$ cat src/rtl/bus_arbiter.sv
// rtl/bus_arbiter.sv - two-master round-robin bus arbiter with transfer timeout
//
// Shares one bus between master 1 and master 2 and sequences each transfer to
// one of three slave in-ports: IDLE -> ARB_GRANT -> BUSY -> RELEASE -> IDLE.
//
// Ports:
//   i_clk            system clock, rising edge
//   i_rst_n          asynchronous active-low reset
//   i_m1_req         master 1 bus request, held for the whole transfer
//   i_m1_slave_sel   master 1 target slave (0..2, 3 = invalid)
//   i_m2_req         master 2 bus request
//   i_m2_slave_sel   master 2 target slave
//   i_slave_ready    per-slave ready, bit i = slave i idle/ready
//   i_trans_done     completion pulse from the selected slave
//   o_m1_grant       master 1 owns the bus
//   o_m2_grant       master 2 owns the bus
//   o_master_sel     bus mux select (0 = master 1, 1 = master 2)
//   o_slave_sel      decoder select for the target slave
//   o_slave_valid    selected slave may accept bus traffic
//   o_bus_busy       high in every state except IDLE
//   o_err_timeout    one-cycle pulse on forced release after TIMEOUT BUSY cycles
//   o_err_badsel     one-cycle pulse when the winner targets slave 3
module bus_arbiter #(
  parameter int TIMEOUT = 4096,
  parameter int CNT_W   = 12
) (
  input  logic       i_clk,
  input  logic       i_rst_n,
  input  logic       i_m1_req,
  input  logic [1:0] i_m1_slave_sel,
  input  logic       i_m2_req,
  input  logic [1:0] i_m2_slave_sel,
  input  logic [2:0] i_slave_ready,
  input  logic       i_trans_done,
  output logic       o_m1_grant,
  output logic       o_m2_grant,
  output logic       o_master_sel,
  output logic [1:0] o_slave_sel,
  output logic       o_slave_valid,
  output logic       o_bus_busy,
  output logic       o_err_timeout,
  output logic       o_err_badsel
);

  typedef enum logic [1:0] {
    S_IDLE      = 2'd0,
    S_ARB_GRANT = 2'd1,
    S_BUSY      = 2'd2,
    S_RELEASE   = 2'd3
  } state_t;

  state_t           r_state;
  state_t           w_state_nxt;
  logic             r_winner;
  logic             r_last_owner;
  logic [1:0]       r_sel;
  logic [CNT_W-1:0] r_cnt;
  logic             r_m1_grant;
  logic             r_m2_grant;
  logic             r_slave_valid;
  logic             r_bus_busy;

  logic             w_any_req;
  logic             w_pick;
  logic             w_win_req;
  logic             w_sel_ready;
  logic             w_timeout_hit;
  logic             w_winner_nxt;
  logic [1:0]       w_sel_nxt;
  logic             w_owned_nxt;

  // On a tie the master that did not own the bus last time wins; a lone
  // requester wins outright (i_m2_req alone selects master 2).
  always_comb begin
    w_any_req = i_m1_req | i_m2_req;
    w_pick    = (i_m1_req && i_m2_req) ? ~r_last_owner : i_m2_req;
    w_win_req = r_winner ? i_m2_req : i_m1_req;
    case (r_sel)
      2'd0:    w_sel_ready = i_slave_ready[0];
      2'd1:    w_sel_ready = i_slave_ready[1];
      2'd2:    w_sel_ready = i_slave_ready[2];
      default: w_sel_ready = 1'b0;
    endcase
    w_timeout_hit = (r_cnt == CNT_W'(TIMEOUT - 1));
  end

  // Next-state and the two error pulses. The pulses are decoded in the cycle
  // the fault is detected so they line up with the cycle that triggers release.
  always_comb begin
    w_state_nxt   = r_state;
    o_err_timeout = 1'b0;
    o_err_badsel  = 1'b0;
    case (r_state)
      S_IDLE: begin
        if (w_any_req) w_state_nxt = S_ARB_GRANT;
      end
      S_ARB_GRANT: begin
        if (r_sel == 2'd3) begin
          o_err_badsel = 1'b1;
          w_state_nxt  = S_RELEASE;
        end else if (!w_win_req) begin
          w_state_nxt = S_RELEASE;
        end else if (w_sel_ready) begin
          w_state_nxt = S_BUSY;
        end
      end
      S_BUSY: begin
        // Completion and abort both win over a coincident timeout.
        if (i_trans_done || !w_win_req) begin
          w_state_nxt = S_RELEASE;
        end else if (w_timeout_hit) begin
          o_err_timeout = 1'b1;
          w_state_nxt   = S_RELEASE;
        end
      end
      S_RELEASE: begin
        w_state_nxt = S_IDLE;
      end
      default: begin
        w_state_nxt = S_IDLE;
      end
    endcase
  end

  // Winner and target are only captured when leaving IDLE, so the loser's
  // inputs are ignored and slave_sel stays fixed for the whole ownership.
  always_comb begin
    w_winner_nxt = (r_state == S_IDLE && w_any_req) ? w_pick : r_winner;
    w_sel_nxt    = (r_state == S_IDLE && w_any_req) ?
                   (w_pick ? i_m2_slave_sel : i_m1_slave_sel) : r_sel;
    w_owned_nxt  = (w_state_nxt == S_ARB_GRANT) || (w_state_nxt == S_BUSY);
  end

  always_ff @(posedge i_clk or negedge i_rst_n) begin
    if (!i_rst_n) r_state <= S_IDLE;
    else          r_state <= w_state_nxt;
  end

  always_ff @(posedge i_clk or negedge i_rst_n) begin
    if (!i_rst_n) begin
      r_winner      <= 1'b0;
      r_last_owner  <= 1'b1;
      r_sel         <= 2'd0;
      r_cnt         <= '0;
      r_m1_grant    <= 1'b0;
      r_m2_grant    <= 1'b0;
      r_slave_valid <= 1'b0;
      r_bus_busy    <= 1'b0;
    end else begin
      r_winner      <= w_winner_nxt;
      r_sel         <= w_sel_nxt;
      r_m1_grant    <= w_owned_nxt && !w_winner_nxt;
      r_m2_grant    <= w_owned_nxt &&  w_winner_nxt;
      // Valid lags BUSY entry by one cycle and drops with the release decision.
      r_slave_valid <= (r_state == S_BUSY) && (w_state_nxt == S_BUSY);
      r_bus_busy    <= (w_state_nxt != S_IDLE);
      r_cnt         <= (r_state == S_BUSY) ? r_cnt + 1'b1 : '0;
      if (r_state == S_RELEASE) r_last_owner <= r_winner;
    end
  end

  assign o_m1_grant    = r_m1_grant;
  assign o_m2_grant    = r_m2_grant;
  assign o_master_sel  = r_winner;
  assign o_slave_sel   = r_sel;
  assign o_slave_valid = r_slave_valid;
  assign o_bus_busy    = r_bus_busy;

endmodule
$ cat config.mk
export PLATFORM = sky130hd
export DESIGN_NAME = bus_arbiter
export DESIGN_NICKNAME = d
export VERILOG_FILES = /design/src/rtl/bus_arbiter.sv
export SDC_FILE = /design/constraint.sdc
export NUM_CORES = 1
export LEC_CHECK = 0
export CORE_MARGIN = 4
export CORE_UTILIZATION = 40
export DETAILED_ROUTE_END_ITERATION = 16
export GPL_TIMING_DRIVEN = 0
export HOLD_SLACK_MARGIN = 0.15
export PLACE_DENSITY_LB_ADDON = 0.3
export SYNTH_ARGS = -nofsm -noshare
export SYNTH_HDL_FRONTEND = slang
export SYNTH_SLANG_ARGS = --single-unit
$ cat constraint.sdc
create_clock -name i_clk -period 4.1 [get_ports i_clk]
set_clock_uncertainty 0.2 [all_clocks]
set_input_delay 1.025 -clock i_clk [delete_from_list [all_inputs] [get_ports i_clk]]
set_output_delay 1.025 -clock i_clk [all_outputs]
set_load 0.005 [all_outputs]
**After elaboration in Yosys (flattened, before gate mapping)**

Index checks and enable logic that the tools add are counted.
W data, S select, Z words.

- Flip-flop bits (word level): 22
- Output and inout bits: 9
- Logic and storage cells: 51

- Bitwise logic cells: 2
- Equality and inequality tests: 9
- Multiplexer cells: 18
- Reduce and logical (&&, ||, !) cells: 12
- Add/subtract/negate cells: 1

Operator list:

| operator | number |
|---|---|
| $mux W2 | 7 |
| $add A12 B1 Y12 const B | 1 |
| $eq A12 B12 Y1 const B | 1 |
| $mux W12 | 1 |
| $eq A2 B2 Y1 const B | 5 |
| $mux W1 | 8 |
| $pmux W2 S4 | 1 |
| $eq A2 B1 Y1 const B | 3 |
| $logic_and A1 B1 Y1 | 5 |
| $logic_not A2 Y1 | 2 |
| $pmux W1 S3 | 1 |
| $logic_not A1 Y1 | 2 |
| $logic_or A1 B1 Y1 | 2 |
| $reduce_bool A2 Y1 | 1 |
| $not A1 Y1 | 1 |
| $or A1 B1 Y1 | 1 |

**Depth between registers and ports, before layout**

Gate-level depths: netlist (run 1).

- Word-level depth: 9
- Mapped depth: 6
- Gate-level depth less buffers: 6

**Worst setup path after synthesis (run 1)**

OpenSTA, ideal clock, no wires.

- Kind: input to register
- Start: input i_slave_ready[0]
- End: register r_m1_grant, in the netlist o_m1_grant
- Path slack: 1336 ps
- Stages: 5
- Data required time: 3760 ps
- Library setup time: 140 ps
- Data arrival time: 2423 ps
- Cells stage by stage: or3b_1 -> a211o_1 -> a311oi_1 -> ha_1 -> nor3b_1

- Longest elaborated chain between the ends: 8
- Elaborated cells between the ends (all ways): 9

Ends and longest elaborated chain:

| what | line | RTL |
|---|---|---|
| from (decl) | 33 | `input logic [2:0] i_slave_ready,` |
| $pmux W1 S3 * | 78 | `case (r_sel)` |
| $mux W2 * | 103 | `end else if (w_sel_ready) begin` |
| $mux W2 * | 101 | `end else if (!w_win_req) begin` |
| $mux W2 * | 98 | `if (r_sel == 2'd3) begin` |
| $pmux W2 S4 * | 93 | `case (r_state)` |
| $eq A2 B1 Y1 / $eq A2 B2 Y1 (equally long branches) | 131 | `w_owned_nxt = (w_state_nxt == S_ARB_GRANT) \|\| (w_state_nxt == S_BUSY);` |
| $logic_or A1 B1 Y1 * | 131 |  |
| $logic_and A1 B1 Y1 * | 152 | `r_m1_grant <= w_owned_nxt && !w_winner_nxt;` |
| to (signal assigned) | 152 |  |
| to (decl) | 58 | `logic r_m1_grant;` |

Mark *: on every way between the ends. The rest lies on a longest branch, timed or not.
A chain may end at the register's enable or synchronous reset.

**Final worst setup path (run 1)**

- Start: register r_cnt[0]
- End: output o_err_timeout

- Longest elaborated chain between the ends: 4

Ends and longest elaborated chain:

| what | line | RTL |
|---|---|---|
| from (decl) | 57 | `logic [CNT_W-1:0] r_cnt;` |
| from (signal assigned) | 157 | `r_cnt <= (r_state == S_BUSY) ? r_cnt + 1'b1 : '0;` |
| $eq A12 B12 Y1 | 84 | `w_timeout_hit = (r_cnt == CNT_W'(TIMEOUT - 1));` |
| $mux W1 | 111 | `end else if (w_timeout_hit) begin` |
| $mux W1 | 109 | `if (i_trans_done \|\| !w_win_req) begin` |
| $mux W1 | 93 |  |
| to (decl) | 41 | `output logic o_err_timeout,` |

No other way between the ends.

==> impl_metrics.csv, run 1 <==
group,metric,value,unit
sta,final-setup-viol-count,0,
synth,netlist_area,0.00111,mm^2
setup_path,worstPathMaxFanout,7,
sta,slew_viol_final,0,
drt,drc,0,
finish,num_antenna_cells,0,
run_status,outcome,"complete, no violations",
clock_network,cts_root_buffer,"clkbuf_4",
setup_path,crit_type,"reg -> out",
drt,num_vias,886,
grt,antenna_found_initial,0,
setup_path,critPathRequiredTime,2.87,ns
grt,grt_max_degree,23,
synth,syn_inst,105,
power,power_frac_clock,20.9,%
grt,grt-ovfl-total,0,
synth,synth_area_per_cell,10.5,um^2
synth,synthTopCellsByArea,"dfrtp_1, mux2_2, ha_1",
drt,wl_per_cell,14.7,um
clock_network,numCtsBuffers,3,
floorplan,io_pins,21,
synth,synth_cell_types,39,
synth,ys_seq_elements,22,
setup_path,end_kind,"output port",
power,p_comb_share,40.8,%
finish,synthToLayoutAreaGrowth,26.2,%
power,peakVddDrop,417,uV
sta,rsz0062_at_grt,"no",
floorplan,die_w,60.6,um
drt,vias_per_cell,5.57,
finish,layout-drive-gt1-share,9.30,%
setup_path,setup.worst_path.start_class,"flop",
sta,min_period,3.79,ns
clock_network,cts_resized,0,
sta,hold_violations,0,
finish,fillerInstances,246,
sta,max_slew_margin,33.7,%
synth,ys_seq_area_share,49.8,%
job,maxCapViolations,0,
setup_path,ff2ff_setup_slack,1.69,ns
clock_network,cts_hold_buf,0,
setup_path,worstPathArrival,2.57,ns
power,p_sw_share,32.0,%
clock_network,clk-insertion-delay-late,0.31,ns
worst_hold_path,whs_path_depth,1,
clock_network,post_cts_buffers,0,
synth,synth-edff-count,0,
drt,ant_nets,0,
floorplan,design.die.area,0.00367,mm^2
power,cellPowerDensity,577,mW/mm^2
synth,ys_warn_count,0,
sta,fin_tns_setup,0,ns
grt,grt_pass1_wl,3920,um
synth,syn_nets,120,
drt,routed_wl,2340,um
synth,yosys_most_used_dff,"dfrtp_1",
floorplan,rows,18,
power,power.internal,0.549,mW
drt,drtIter0Drc,28,
power,seq_power_share,38.3,%
clock_network,clk_path_buf_depth,2,
floorplan,core_area,0.00257,mm^2
clock_network,htreeDepth,1,
setup_path,r2r_cells,6,
placed_design,gp_congestion,0.802,
synth,synth_top_area_share,47.5,%
finish,nNetsFinal,145,
floorplan,start_util,43.1,%
power,p_leak,0.554,nW
placed_design,io_buffers,20,
grt,grt_pass1_vias,944,
worst_hold_path,hold_class,"reg -> reg",
clock_network,cts_tree,"built",
sta,max_freq,264,MHz
drt,dr.pass1.iters,4,
synth,synth-async-reset-ratio,100,%
placed_design,hpwl,1740,um
clock_network,clk_pin_slew,0.13,ns
floorplan,die_y,60.6,um
synth,yosysTopAreaCell,"dfrtp_1",
sta,fin_crit_sh,92.5,%
grt,grt.total_usage,14.2,%
sta,hold_ws,0.298,ns
sta,worst_slew_pin_slew,0.991,ns
power,p_sw,0.258,mW
clock_network,numClockSinks,22,
==> cell type report <==
class | instances | area (um^2) | area share, %
Buffer | 3 | 11.3 | 0.806
Clock buffer | 3 | 22.5 | 1.61
Clock inverter | 1 | 30.0 | 2.15
Inverter | 5 | 18.8 | 1.34
Multi-Input combinational cell | 75 | 526 | 37.6
Sequential cell | 22 | 552 | 39.5
Tap cell | 30 | 37.5 | 2.69
Timing Repair Buffer | 20 | 200 | 14.3
==> kinds of logic (layout without fill, tap and decap cells) <==
family | after synthesis | after routing | share of synthesized area [%]
buf+inv | 8 | 32 | 2.71
simple gates | 39 | 39 | 20.2
xor+xnor | 3 | 3 | 2.37
mux | 7 | 7 | 6.89
compound gates | 23 | 23 | 14.6
fa+ha+maj | 3 | 3 | 3.39
flops | 22 | 22 | 49.8
==> worst max-delay path: stages (launching register included) <==
cell and delay [ns]:
dfrtp_1 0.41, ha_1 0.22, nand4_1 0.26, nor4_1 0.56, nor3b_1 0.26, clkdlybuf4s50_1 0.53
==> synthesized netlist by cell type, types with 2 or more instances <==
cell type	instances
nor2_1	6
xnor2_1	2
nand4_1	3
mux2i_1	2
ha_1	3
clkbuf_1	3
a211o_1	2
o21a_1	2
nor3b_1	2
o21ai_0	4
a21oi_1	5
nor4_1	2
and2_1	2
nand2b_1	3
or4_1	2
dfrtp_1	21
nand2_1	6
inv_1	5
o31ai_1	2
or3_1	3
mux2_2	5
nand3_1	3
==> layout by cell type, fill, tap and decap left out, drive strengths merged, types with 4 or more instances in the layout <==
master / n
a21oi: 5
clkbuf: 6
clkdlybuf4s50: 20
dfrtp: 21
inv: 5
mux2: 5
nand2: 6
nor2: 6
o21ai: 4
==> worst paths after layout <==
path,endpoint,start
hold / removal,r_cnt[0],r_cnt[0]
setup reg to reg,o_m1_grant,r_cnt[0]
max in group asynchronous,r_state[0],i_rst_n
hold reg to reg,r_cnt[0],r_cnt[0]
min in group asynchronous,r_cnt[5],i_rst_n
setup / recovery,o_err_timeout,r_cnt[0]
==> power groups by stage <==
stage,clock (mW),sequential [mW],combinational [mW]
after CTS,0.174,0.309,0.336
after detailed placement,0,0.314,0.334
after global placement,0,0.311,0.328
after global routing,0.183,0.318,0.372
final,0.168,0.309,0.329
after floorplan,0,0.310,0.208
==> registers in the layout, summed over array words and instances, names as in the netlist <==
| register | cells |
|---|---|
| r_cnt | 12 |
| o_slave_sel | 2 |
| r_state | 2 |
| o_bus_busy | 1 |
| o_m1_grant | 1 |
| o_m2_grant | 1 |
| o_master_sel | 1 |
| o_slave_valid | 1 |
| r_last_owner | 1 |
==> stage by stage <==
stage | instances | setup WS (ns) | instance area (um^2) | utilization, % | total power, mW
floorplan | 105 | 1.34 | 1110 | - | 0.517
global placement | 155 | 0.443 | 1350 | 52.4 | 0.639
detailed placement | 155 | 0.457 | 1350 | 52.4 | 0.648
CTS | 159 | 0.292 | 1400 | 54.4 | 0.819
global route | 159 | 0.119 | 1400 | 54.4 | 0.873
finish | 159 | 0.306 | 1400 | 54.4 | 0.807
==> per-layer routing <==
metal | track usage, % | vias up | routed length, um
met3 | 2.77 | 0 | 110
met4 | 5.88 | 0 | 0
met1 | 16.8 | 435 | 1040
li1 | - | 435 | -
met5 | 0 | - | 0
met2 | 25.2 | 16 | 1200
Note: power is estimated with default switching activity, not from simulation.
==> inputs of run 2 (changes only) <==
==> constraint.sdc (replaced) <==
create_clock -name i_clk -period 4.1 [get_ports i_clk]
set_clock_uncertainty 0.2 [all_clocks]
set_input_delay 0.615 -clock i_clk [delete_from_list [all_inputs] [get_ports i_clk]]
set_output_delay 0.615 -clock i_clk [all_outputs]
set_load 0.005 [all_outputs]
==> results of run 2 <==
Same layout as run 1 (identical final DEF). Status: complete, no violations.
Among the figures that moved: setup slack after placement 0.457 ns -> 1.09 ns; setup slack after layout 0.306 ns -> 0.716 ns
==> inputs of run 3 (changes only) <==
==> constraint.sdc (replaced) <==
create_clock -name i_clk -period 3.36 [get_ports i_clk]
set_clock_uncertainty 0.2 [all_clocks]
set_input_delay 0.504 -clock i_clk [delete_from_list [all_inputs] [get_ports i_clk]]
set_output_delay 0.504 -clock i_clk [all_outputs]
set_load 0.005 [all_outputs]
==> run 3 against run 2 <==
  * Utilization rose by 0.24 points
  * Critical path type unchanged
  * Via count rose by 0.23%
  * Flip-flop and latch count did not move
  * Cell count did not move
  * Largest power group unchanged
  * Combinational power rose by 22%
  * Sequential share of layout area fell by 0.18 points
  * Sequential power rose by 22%
  * Worst hold slack barely moved
  * Critical path depth did not move
  * Clock power rose by 23%
  * Setup slack got worse by 0.49 ns
==> impl_metrics.csv, run 3 (synthesized netlist as in run 1, its figures left out) <==
group,metric,value,unit
floorplan,start_util,43.1,%
grt,grtUsageMet1,16.8,%
drt,dr.pass1.iters,4,
grt,antenna_found_initial,0,
clock_network,htreeDepth,1,
grt,grt_max_degree,23,
sta,fin_crit_sh,93.1,%
setup_path,worstPathArrival,2.43,ns
drt,drc,0,
power,p_sw_share,32.0,%
setup_path,r2r-start,"o_slave_sel[0]",
setup_path,critPathRequiredTime,2.66,ns
worst_hold_path,min_to,"r_cnt[0]",
setup_path,r2r_cells,5,
drt,routed_wl,2340,um
placed_design,io_buffers,20,
clock_network,cts_tree,"built",
clock_network,cts_root_buffer,"clkbuf_4",
clock_network,clk_pin_slew,0.13,ns
sta,max_slew_margin,33.8,%
finish,final_area,0.00140,mm^2
power,p_sw,0.315,mW
power,seq_power_share,38.2,%
finish,final_common_cell,"dfrtp_1",
drt,vias_per_cell,5.58,
setup_path,end_kind,"output port",
floorplan,design.die.area,0.00367,mm^2
power,p_total,0.985,mW
power,power.internal,0.670,mW
floorplan,io_pins,21,
sta,min_period,3.13,ns
run_status,outcome,"complete, no violations",
grt,grt.total_usage,14.2,%
placed_design,dpl_cell_area,0.00135,mm^2
finish,synthToLayoutAreaGrowth,26.8,%
clock_network,clk-insertion-delay-late,0.31,ns
power,p_leak,0.554,nW
placed_design,hpwl,1740,um
sta,final-setup-viol-count,0,
power,cellPowerDensity,701,mW/mm^2
setup_path,crit_type,"reg -> out",
clock_network,cts_resized,0,
grt,use_met2,25.2,%
setup_path,setup.worst_path.start_class,"flop",
clock_network,clk_path_buf_depth,2,
grt,grtUsageMet3,2.77,%
sta,slew_viol_final,0,
sta,worst_slew_pin_slew,0.989,ns
clock_network,post_cts_buffers,0,
job,maxCapViolations,0,
finish,num_antenna_cells,0,
grt,grt-ovfl-total,0,
clock_network,numCtsBuffers,3,
finish,nNetsFinal,145,
power,power_frac_clock,20.9,%
finish,layout-drive-gt1-share,10.1,%
sta,hold_ws,0.298,ns
placed_design,gp_congestion,0.802,
setup_path,ff2ff_setup_slack,1.01,ns
drt,drtIter0Drc,30,
grt,grt_pass1_vias,944,
finish,largest_register,"r_cnt",
clock_network,numClockSinks,22,
power,peakVddDrop,509,uV
setup_path,worstPathMaxFanout,7,
sta,max_freq,320,MHz
finish,largest_reg_flops,12,
drt,num_vias,888,
sta,fin_tns_setup,0,ns
power,p_comb_share,40.8,%
finish,final_cell_mix,"dfrtp_1, clkdlybuf4s50_1, nand2_1, nor2_1",
drt,wl_per_cell,14.7,um
clock_network,cts_hold_buf,0,
floorplan,die_w,60.6,um
floorplan,core_area,0.00257,mm^2
floorplan,rows,18,
worst_hold_path,hold_class,"reg -> reg",
sta,hold_violations,0,
grt,busiest_layer,"met2",
floorplan,die_y,60.6,um
grt,grt_pass1_wl,3920,um
worst_hold_path,hp-start,"r_cnt[0]",
drt,ant_nets,0,
setup_path,r2r-end,"o_m1_grant",
worst_hold_path,whs_path_depth,1,
sta,rsz0062_at_grt,"no",
-- run 3: cell counts in the layout (fill, tap and decap cells not counted) --
Identical to the previous run, type by type.
-- run 3: final cells by class --
cell class                 count  area (um^2)
inverter                       5         18.8
fill                         247         1160
buffer                         3         11.3
multi-input combinational     75          532
timing repair buffer          20          200
sequential                    22          552
clock inverter                 1         30.0
tap                           30         37.5
clock buffer                   3         22.5
-- run 3: stage by stage --
stage	setup slack, ns	utilization, %	instances
2_1_floorplan	1.12	-	105
3_3_place_gp	0.508	52.4	155
3_5_place_dp	0.461	52.4	155
4_1_cts	0.0728	54.4	159
5_1_grt	0.0317	54.7	159
6_report	0.231	54.7	159
-- run 3: critical path: stages, from the launching register on --
cell and delay, ns:
dfrtp_1 0.41, ha_1 0.22, nand4_1 0.28, nor4_2 0.42
nor3b_1 0.25, clkdlybuf4s50_1 0.53
-- run 3: power groups by stage --
stage	Sequential, mW	Combinational (mW)	Clock, mW
floorplan	0.378	0.253	0
global placement	0.379	0.400	0
detailed placement	0.383	0.407	0
CTS	0.378	0.410	0.212
global route	0.388	0.454	0.223
finish	0.377	0.402	0.206
-- run 3: worst max path at each step --
stage	from	endpoint	cells past startpoint
2_1_floorplan	i_slave_ready[0]	o_m1_grant	5
3_3_place_gp	i_slave_ready[0]	o_m1_grant	6
3_5_place_dp	r_cnt[0]	o_err_timeout	5
4_1_cts	r_cnt[0]	o_err_timeout	5
5_1_grt	r_cnt[0]	o_err_timeout	5
6_report	r_cnt[0]	o_err_timeout	5
-- run 3: per-layer routing --
layer,routed length (um),vias to the layer above,share of wire [%]
met5,0,-,0
met4,4,0,0.17
met3,98,2,4.2
met2,1190,15,51
met1,1050,437,45
li1,-,434,-
